File: src/rtl/cache_arbiter_if.sv
// Bundles the I-cache, D-cache and physical-memory sides of the cache arbiter.
// The slave modport is the arbiter's view; master is the surrounding caches and memory.
interface cache_arbiter_if #(
    parameter int ADDR_W = 16,
    parameter int LINE_W = 128
) ();
    logic              i_read;
    logic [ADDR_W-1:0] i_address;
    logic [LINE_W-1:0] i_rdata;
    logic              i_resp;

    logic              d_read;
    logic              d_write;
    logic [ADDR_W-1:0] d_address;
    logic [LINE_W-1:0] d_wdata;
    logic [LINE_W-1:0] d_rdata;
    logic              d_resp;

    logic              pmem_read;
    logic              pmem_write;
    logic [ADDR_W-1:0] pmem_address;
    logic [LINE_W-1:0] pmem_wdata;
    logic [LINE_W-1:0] pmem_rdata;
    logic              pmem_resp;

    modport slave (
        input  i_read, i_address, d_read, d_write, d_address, d_wdata,
               pmem_rdata, pmem_resp,
        output i_rdata, i_resp, d_rdata, d_resp,
               pmem_read, pmem_write, pmem_address, pmem_wdata
    );

    modport master (
        output i_read, i_address, d_read, d_write, d_address, d_wdata,
               pmem_rdata, pmem_resp,
        input  i_rdata, i_resp, d_rdata, d_resp,
               pmem_read, pmem_write, pmem_address, pmem_wdata
    );
endinterface

File: src/rtl/cache_arbiter.sv
// Round-robin arbiter sharing one physical memory port between I- and D-cache; grant one cycle after request.
// Granted requester holds until pmem_resp, which is passed through the same cycle; an IDLE cycle separates grants.
module cache_arbiter #(
    parameter int ADDR_W = 16,
    parameter int LINE_W = 128
) (
    input  logic            clk,
    input  logic            reset,
    cache_arbiter_if.slave  bus,
    output logic            busy
);
    typedef enum logic [1:0] {IDLE, GRANT_I, GRANT_D} state_t;

    state_t state;
    logic   last_grant;     // 0 = I served last, 1 = D served last
    logic   i_req;
    logic   d_req;

    assign i_req = bus.i_read;
    assign d_req = bus.d_read | bus.d_write;

    always_ff @(posedge clk or posedge reset) begin
        if (reset) begin
            state      <= IDLE;
            last_grant <= 1'b0;
            busy       <= 1'b0;
        end else begin
            case (state)
                IDLE: begin
                    // On a conflict the side that was not served last wins.
                    if (i_req && d_req) begin
                        state <= last_grant ? GRANT_I : GRANT_D;
                        busy  <= 1'b1;
                    end else if (i_req) begin
                        state <= GRANT_I;
                        busy  <= 1'b1;
                    end else if (d_req) begin
                        state <= GRANT_D;
                        busy  <= 1'b1;
                    end
                end
                GRANT_I: begin
                    if (bus.pmem_resp) begin
                        state      <= IDLE;
                        last_grant <= 1'b0;
                        busy       <= 1'b0;
                    end
                end
                GRANT_D: begin
                    if (bus.pmem_resp) begin
                        state      <= IDLE;
                        last_grant <= 1'b1;
                        busy       <= 1'b0;
                    end
                end
                default: begin
                    state <= IDLE;
                    busy  <= 1'b0;
                end
            endcase
        end
    end

    always_comb begin
        bus.pmem_read    = 1'b0;
        bus.pmem_write   = 1'b0;
        bus.pmem_address = {ADDR_W{1'b0}};
        bus.pmem_wdata   = {LINE_W{1'b0}};
        bus.i_resp       = 1'b0;
        bus.d_resp       = 1'b0;
        case (state)
            GRANT_I: begin
                bus.pmem_read    = 1'b1;
                bus.pmem_address = bus.i_address;
                bus.i_resp       = bus.pmem_resp;
            end
            GRANT_D: begin
                // Simultaneous read and write from the D-cache is a write-back.
                bus.pmem_read    = bus.d_read & ~bus.d_write;
                bus.pmem_write   = bus.d_write;
                bus.pmem_address = bus.d_address;
                bus.pmem_wdata   = bus.d_wdata;
                bus.d_resp       = bus.pmem_resp;
            end
            default: ;
        endcase
    end

    assign bus.i_rdata = bus.pmem_rdata;
    assign bus.d_rdata = bus.pmem_rdata;
endmodule

File: src/flat_wrapper.sv
// flat-port wrapper written by rule: the top's interface ports become plain ports
module cache_arbiter_flat 
#(
    parameter int ADDR_W = 16,
    parameter int LINE_W = 128
)
  (clk, reset, busy, bus_i_read, bus_i_address, bus_d_read, bus_d_write, bus_d_address, bus_d_wdata, bus_pmem_rdata, bus_pmem_resp, bus_i_rdata, bus_i_resp, bus_d_rdata, bus_d_resp, bus_pmem_read, bus_pmem_write, bus_pmem_address, bus_pmem_wdata);
  cache_arbiter_if #(.ADDR_W(ADDR_W), .LINE_W(LINE_W)) bus_i ();
  input  logic clk;
  input  logic reset;
  output logic busy;
  input wire logic [$bits(bus_i.i_read)-1:0] bus_i_read;
  input wire logic [$bits(bus_i.i_address)-1:0] bus_i_address;
  input wire logic [$bits(bus_i.d_read)-1:0] bus_d_read;
  input wire logic [$bits(bus_i.d_write)-1:0] bus_d_write;
  input wire logic [$bits(bus_i.d_address)-1:0] bus_d_address;
  input wire logic [$bits(bus_i.d_wdata)-1:0] bus_d_wdata;
  input wire logic [$bits(bus_i.pmem_rdata)-1:0] bus_pmem_rdata;
  input wire logic [$bits(bus_i.pmem_resp)-1:0] bus_pmem_resp;
  output wire logic [$bits(bus_i.i_rdata)-1:0] bus_i_rdata;
  output wire logic [$bits(bus_i.i_resp)-1:0] bus_i_resp;
  output wire logic [$bits(bus_i.d_rdata)-1:0] bus_d_rdata;
  output wire logic [$bits(bus_i.d_resp)-1:0] bus_d_resp;
  output wire logic [$bits(bus_i.pmem_read)-1:0] bus_pmem_read;
  output wire logic [$bits(bus_i.pmem_write)-1:0] bus_pmem_write;
  output wire logic [$bits(bus_i.pmem_address)-1:0] bus_pmem_address;
  output wire logic [$bits(bus_i.pmem_wdata)-1:0] bus_pmem_wdata;
  assign bus_i.i_read = bus_i_read;
  assign bus_i.i_address = bus_i_address;
  assign bus_i.d_read = bus_d_read;
  assign bus_i.d_write = bus_d_write;
  assign bus_i.d_address = bus_d_address;
  assign bus_i.d_wdata = bus_d_wdata;
  assign bus_i.pmem_rdata = bus_pmem_rdata;
  assign bus_i.pmem_resp = bus_pmem_resp;
  assign bus_i_rdata = bus_i.i_rdata;
  assign bus_i_resp = bus_i.i_resp;
  assign bus_d_rdata = bus_i.d_rdata;
  assign bus_d_resp = bus_i.d_resp;
  assign bus_pmem_read = bus_i.pmem_read;
  assign bus_pmem_write = bus_i.pmem_write;
  assign bus_pmem_address = bus_i.pmem_address;
  assign bus_pmem_wdata = bus_i.pmem_wdata;
  cache_arbiter #(.ADDR_W(ADDR_W), .LINE_W(LINE_W)) u_core (.clk(clk), .reset(reset), .bus(bus_i), .busy(busy));
endmodule
File: config.mk
export PLATFORM = sky130hd
export DESIGN_NAME = cache_arbiter_flat
export DESIGN_NICKNAME = d
export VERILOG_FILES = /design/src/rtl/cache_arbiter_if.sv /design/src/rtl/cache_arbiter.sv /design/src/flat_wrapper.sv
export SDC_FILE = /design/constraint.sdc
export NUM_CORES = 1
export LEC_CHECK = 0
export CORE_AREA = 2 2 272 274
export CTS_CLUSTER_DIAMETER = 50
export DETAILED_ROUTE_END_ITERATION = 6
export DIE_AREA = 0 0 274 276
export GPL_TIMING_DRIVEN = 0
export PLACE_DENSITY = 0.39
export SETUP_SLACK_MARGIN = 0.1
export SYNTH_ARGS = -nofsm -noshare
export SYNTH_HDL_FRONTEND = slang
export SYNTH_SLANG_ARGS = --single-unit
File: constraint.sdc
create_clock -name clk -period 2.2 [get_ports clk]
set_input_delay 0.66 -clock clk [delete_from_list [all_inputs] [get_ports clk]]
set_output_delay 0.66 -clock clk [all_outputs]
set_load 0.02 [all_outputs]
==> impl_results.md <==
* Number of remaining DRC errors at 0
* Hold/Removal Path Class: register to register
* Worst R2R Start: u_core.state[1]
* PwrDens at 620.9 mW/mm2
* Worst Hold Path EP: u_core.last_grant
* Worst Max-Slew Pin Slew at 0.3079 ns
* Critical path buffers and inverters at 4
* FMAX at 428.6 MHz
* Cell Area, Synth at 0.003324 mm2
* Worst Reg-to-Reg Cells at 5
* Place WS at -1.140 ns
* Ports at 699
* CTS max path bufs at 2
* Most used DFF post-synth: dfrtp_1
* Port Buf Inserts at 570
* Post-Synthesis Net Count at 764
* Clock sink total at 4
* Routed wire length at 28.46 mm
* HP Start: u_core.last_grant
* Total number of vias at 4989
* CTS Hold Bufs at 0
* Crit start category: register
* Largest net degree at the start of global routing at 11
* Placer Congestion at 0.7523
* Setup WS post-layout at -0.1330 ns
* Largest area contributor in the netlist: buf_4
* Unrepaired setup endpoints after global routing: yes
* Status: finished, violations left
* Drt pass-1 iters at 4
* Crit path max-delay family: buffers and inverters
* Number of buffers created by CTS at 3
* First-pass GRT wire length at 36.23 mm
* CTS clk-pin slew, worst paths at 0.03 ns
* Minimum clock period at 2.333 ns
* Antenna violations before repair at 12
* Core Box Area at 0.07259 mm2
* DRT iter0 DRCs at 56
* Maximum VDD drop at 437.9 uV
* H-tree depth at 1
* Count of cell types in the netlist at 23
* Setup TNS Final at -5.492 ns
* Die X-Extent at 274 um
* Sequential area share after synthesis at 0.03011
* Crit-path max FO at 11
* Failing checks: setup timing
* Final hold violations at 0
* Count leader, synth: buf_4
* Gr usage total at 0.06627
* Slew Limit Fails at 0
* Root Buffer: clkbuf_16
* Layout net count at 1355
* Max cap viols at 0
* CP arrival at 1.67 ns
* WP data required at 1.54 ns
* Worst Path Class, Setup: register to primary output
* Post-route ant nets at 0
* Max Clock Skew at 0.001489 ns
* Die area at 0.07562 mm2
* Final setup violation count at 94
* Worst path slowest cell: dfrtp_1
* Vias in the first global route at 5083
* Die H at 276 um
* Post-DP HPWL at 25.93 mm
* Ys Warns at 0
* Hold Crit Depth at 2
* Syn avg cell area at 7.134 um2
* Tcrit/Tclk final at 1.060
* Later-pin clock latency in the skew report at 0.22 ns
* Post-synth top cells: buf_4 (259), and2_1 (130), a22oi_1 (16), nor2b_1 (16), clkbuf_2 (9)
* CP Capture Type: primary output
* Mapped Cells at 466
* CTS tree: done
* Leakage power at 4.718 nW
* Seq cells post-synth at 4
* Synth top area share at 0.5849
* Initial Utilization at 0.04580
* Reg-to-reg endpoint: u_core.state[1]
* Area grow syn2layout at 225.2%
* Critical path cell sequence: inv_4, ha_4, buf_12, buf_4, and2_1, clkdlybuf4s15_2
* Max incr delay on CP at 0.40 ns
* Worst reg2reg setup slack at 0.85 ns
* GR Overflow Total at 0
* Asr flop ratio synth at 1.000
* Site Rows at 99
* Top cells by area, synth: buf_4 (58%), and2_1 (24%), a22oi_1 (3.6%)
* Vias/cell at 2.473
* Wire per inst at 14.11 um
* Share of post-route cells with drive strength above 1 at 0.4891
* Number of synthesized flops with an enable pin at 0
* Max-slew headroom at 0.7941
==> flip-flops by register name, indices dropped and copies added (netlist names) <==
name and cells:
u_core.state 2, u_core.busy 1, u_core.last_grant 1
==> per-layer routing <==
metal | GRT usage | part of all wire | up-vias
met5 | 0 | 0.0021 | -
met4 | 0.005992 | 0.0070 | 10
met3 | 0.03656 | 0.16 | 20
met2 | 0.1362 | 0.55 | 414
met1 | 0.05565 | 0.28 | 2194
li1 | - | - | 2351
==> worst min-delay path: cells and delay by family, from the launching register on <==
kind | cells | cell delay, ns
compound gates | 1 | 0.07
buf+inv | 1 | 0.06
flops | 1 | 0.39
==> where the power goes <==
group / switching [W] / internal, W
clock: 0.0000504 / 0.000232
combinational: 0.00296 / 0.00331
sequential: 0.0000500 / 0.000110
==> layout by cell type, fill, tap and decap left out, types with 2 or more instances in the layout <==
| cell type | netlist | layout |
|---|---|---|
| nor2b_1 | 16 | 16 |
| buf_4 | 259 | 320 |
| clkbuf_4 | 0 | 4 |
| ha_4 | 0 | 4 |
| buf_12 | 0 | 5 |
| and2_1 | 130 | 82 |
| buf_2 | 2 | 20 |
| buf_6 | 0 | 63 |
| buf_8 | 0 | 5 |
| dfrtp_1 | 4 | 3 |
| a22oi_2 | 0 | 15 |
| diode_2 | 0 | 3 |
| clkbuf_8 | 0 | 2 |
| clkdlybuf4s15_2 | 0 | 16 |
| dlymetal6s2s_1 | 0 | 12 |
| clkdlybuf4s50_1 | 0 | 408 |
| a21oi_1 | 3 | 3 |
| and2_4 | 0 | 49 |
| clkbuf_16 | 0 | 7 |
| o21ai_0 | 2 | 2 |
| inv_1 | 5 | 3 |
==> cell type report <==
type	count	area, um2
Fill cell	8258	61780
Timing Repair Buffer	587	5807
Buffer	274	2166
Multi-Input combinational cell	182	1434
Tap cell	959	1200
Sequential cell	4	101.3
Clock buffer	3	75.07
Inverter	5	21.27
Antenna cell	3	7.507
==> how the worst max path moves through the flow <==
stage                    start                   end  slack (ns)  cells after the start
3_5_place_dp   u_core.state[0]    bus_pmem_wdata[58]       -1.14                      6
2_1_floorplan  u_core.state[1]  bus_pmem_address[10]        0.17                      4
4_1_cts        u_core.state[0]   bus_pmem_wdata[103]       -0.19                      6
6_report       u_core.state[0]   bus_pmem_wdata[110]       -0.13                      6
3_3_place_gp   u_core.state[0]    bus_pmem_wdata[57]       -1.14                      6
5_1_grt        u_core.state[0]   bus_pmem_wdata[110]       -0.20                      6
==> per-stage QoR <==
stage / std cells / total power [W] / area (um2) / util / hold WS (ns)
after floorplan: 466 / 0.002786 / 3324 / - / 0.4261
after global placement: 1995 / 0.005644 / 10230 / 0.1409 / 0.5662
after detailed placement: 1995 / 0.005596 / 10230 / 0.1409 / 0.5649
after CTS: 2001 / 0.006069 / 10410 / 0.1434 / 0.5773
after global routing: 2016 / 0.007111 / 10810 / 0.1489 / 0.6171
final: 2017 / 0.006712 / 10810 / 0.1489 / 0.5725
==> cell families (layout without fill, tap and decap cells) <==
family                   after synthesis  count (layout)  share of synthesized area
AO/OA/AOI/OAI                         26              26                    0.05533
adder cells (fa/ha/maj)                4               4                    0.01506
buffers and inverters                280             869                     0.6127
flip-flops                             4               4                    0.03011
other                                  0               3                          0
AND/OR/NAND/NOR                      152             152                     0.2868
==> timing repair <==
item                                    in CTS  in global routing
gates cloned                                 0                  5
endpoints found under the setup margin     148                148
resized for setup                          662                260
pin swaps                                    3                 31
setup buffers                                3                  9
No activity file was read; power rests on OpenSTA's default activity.
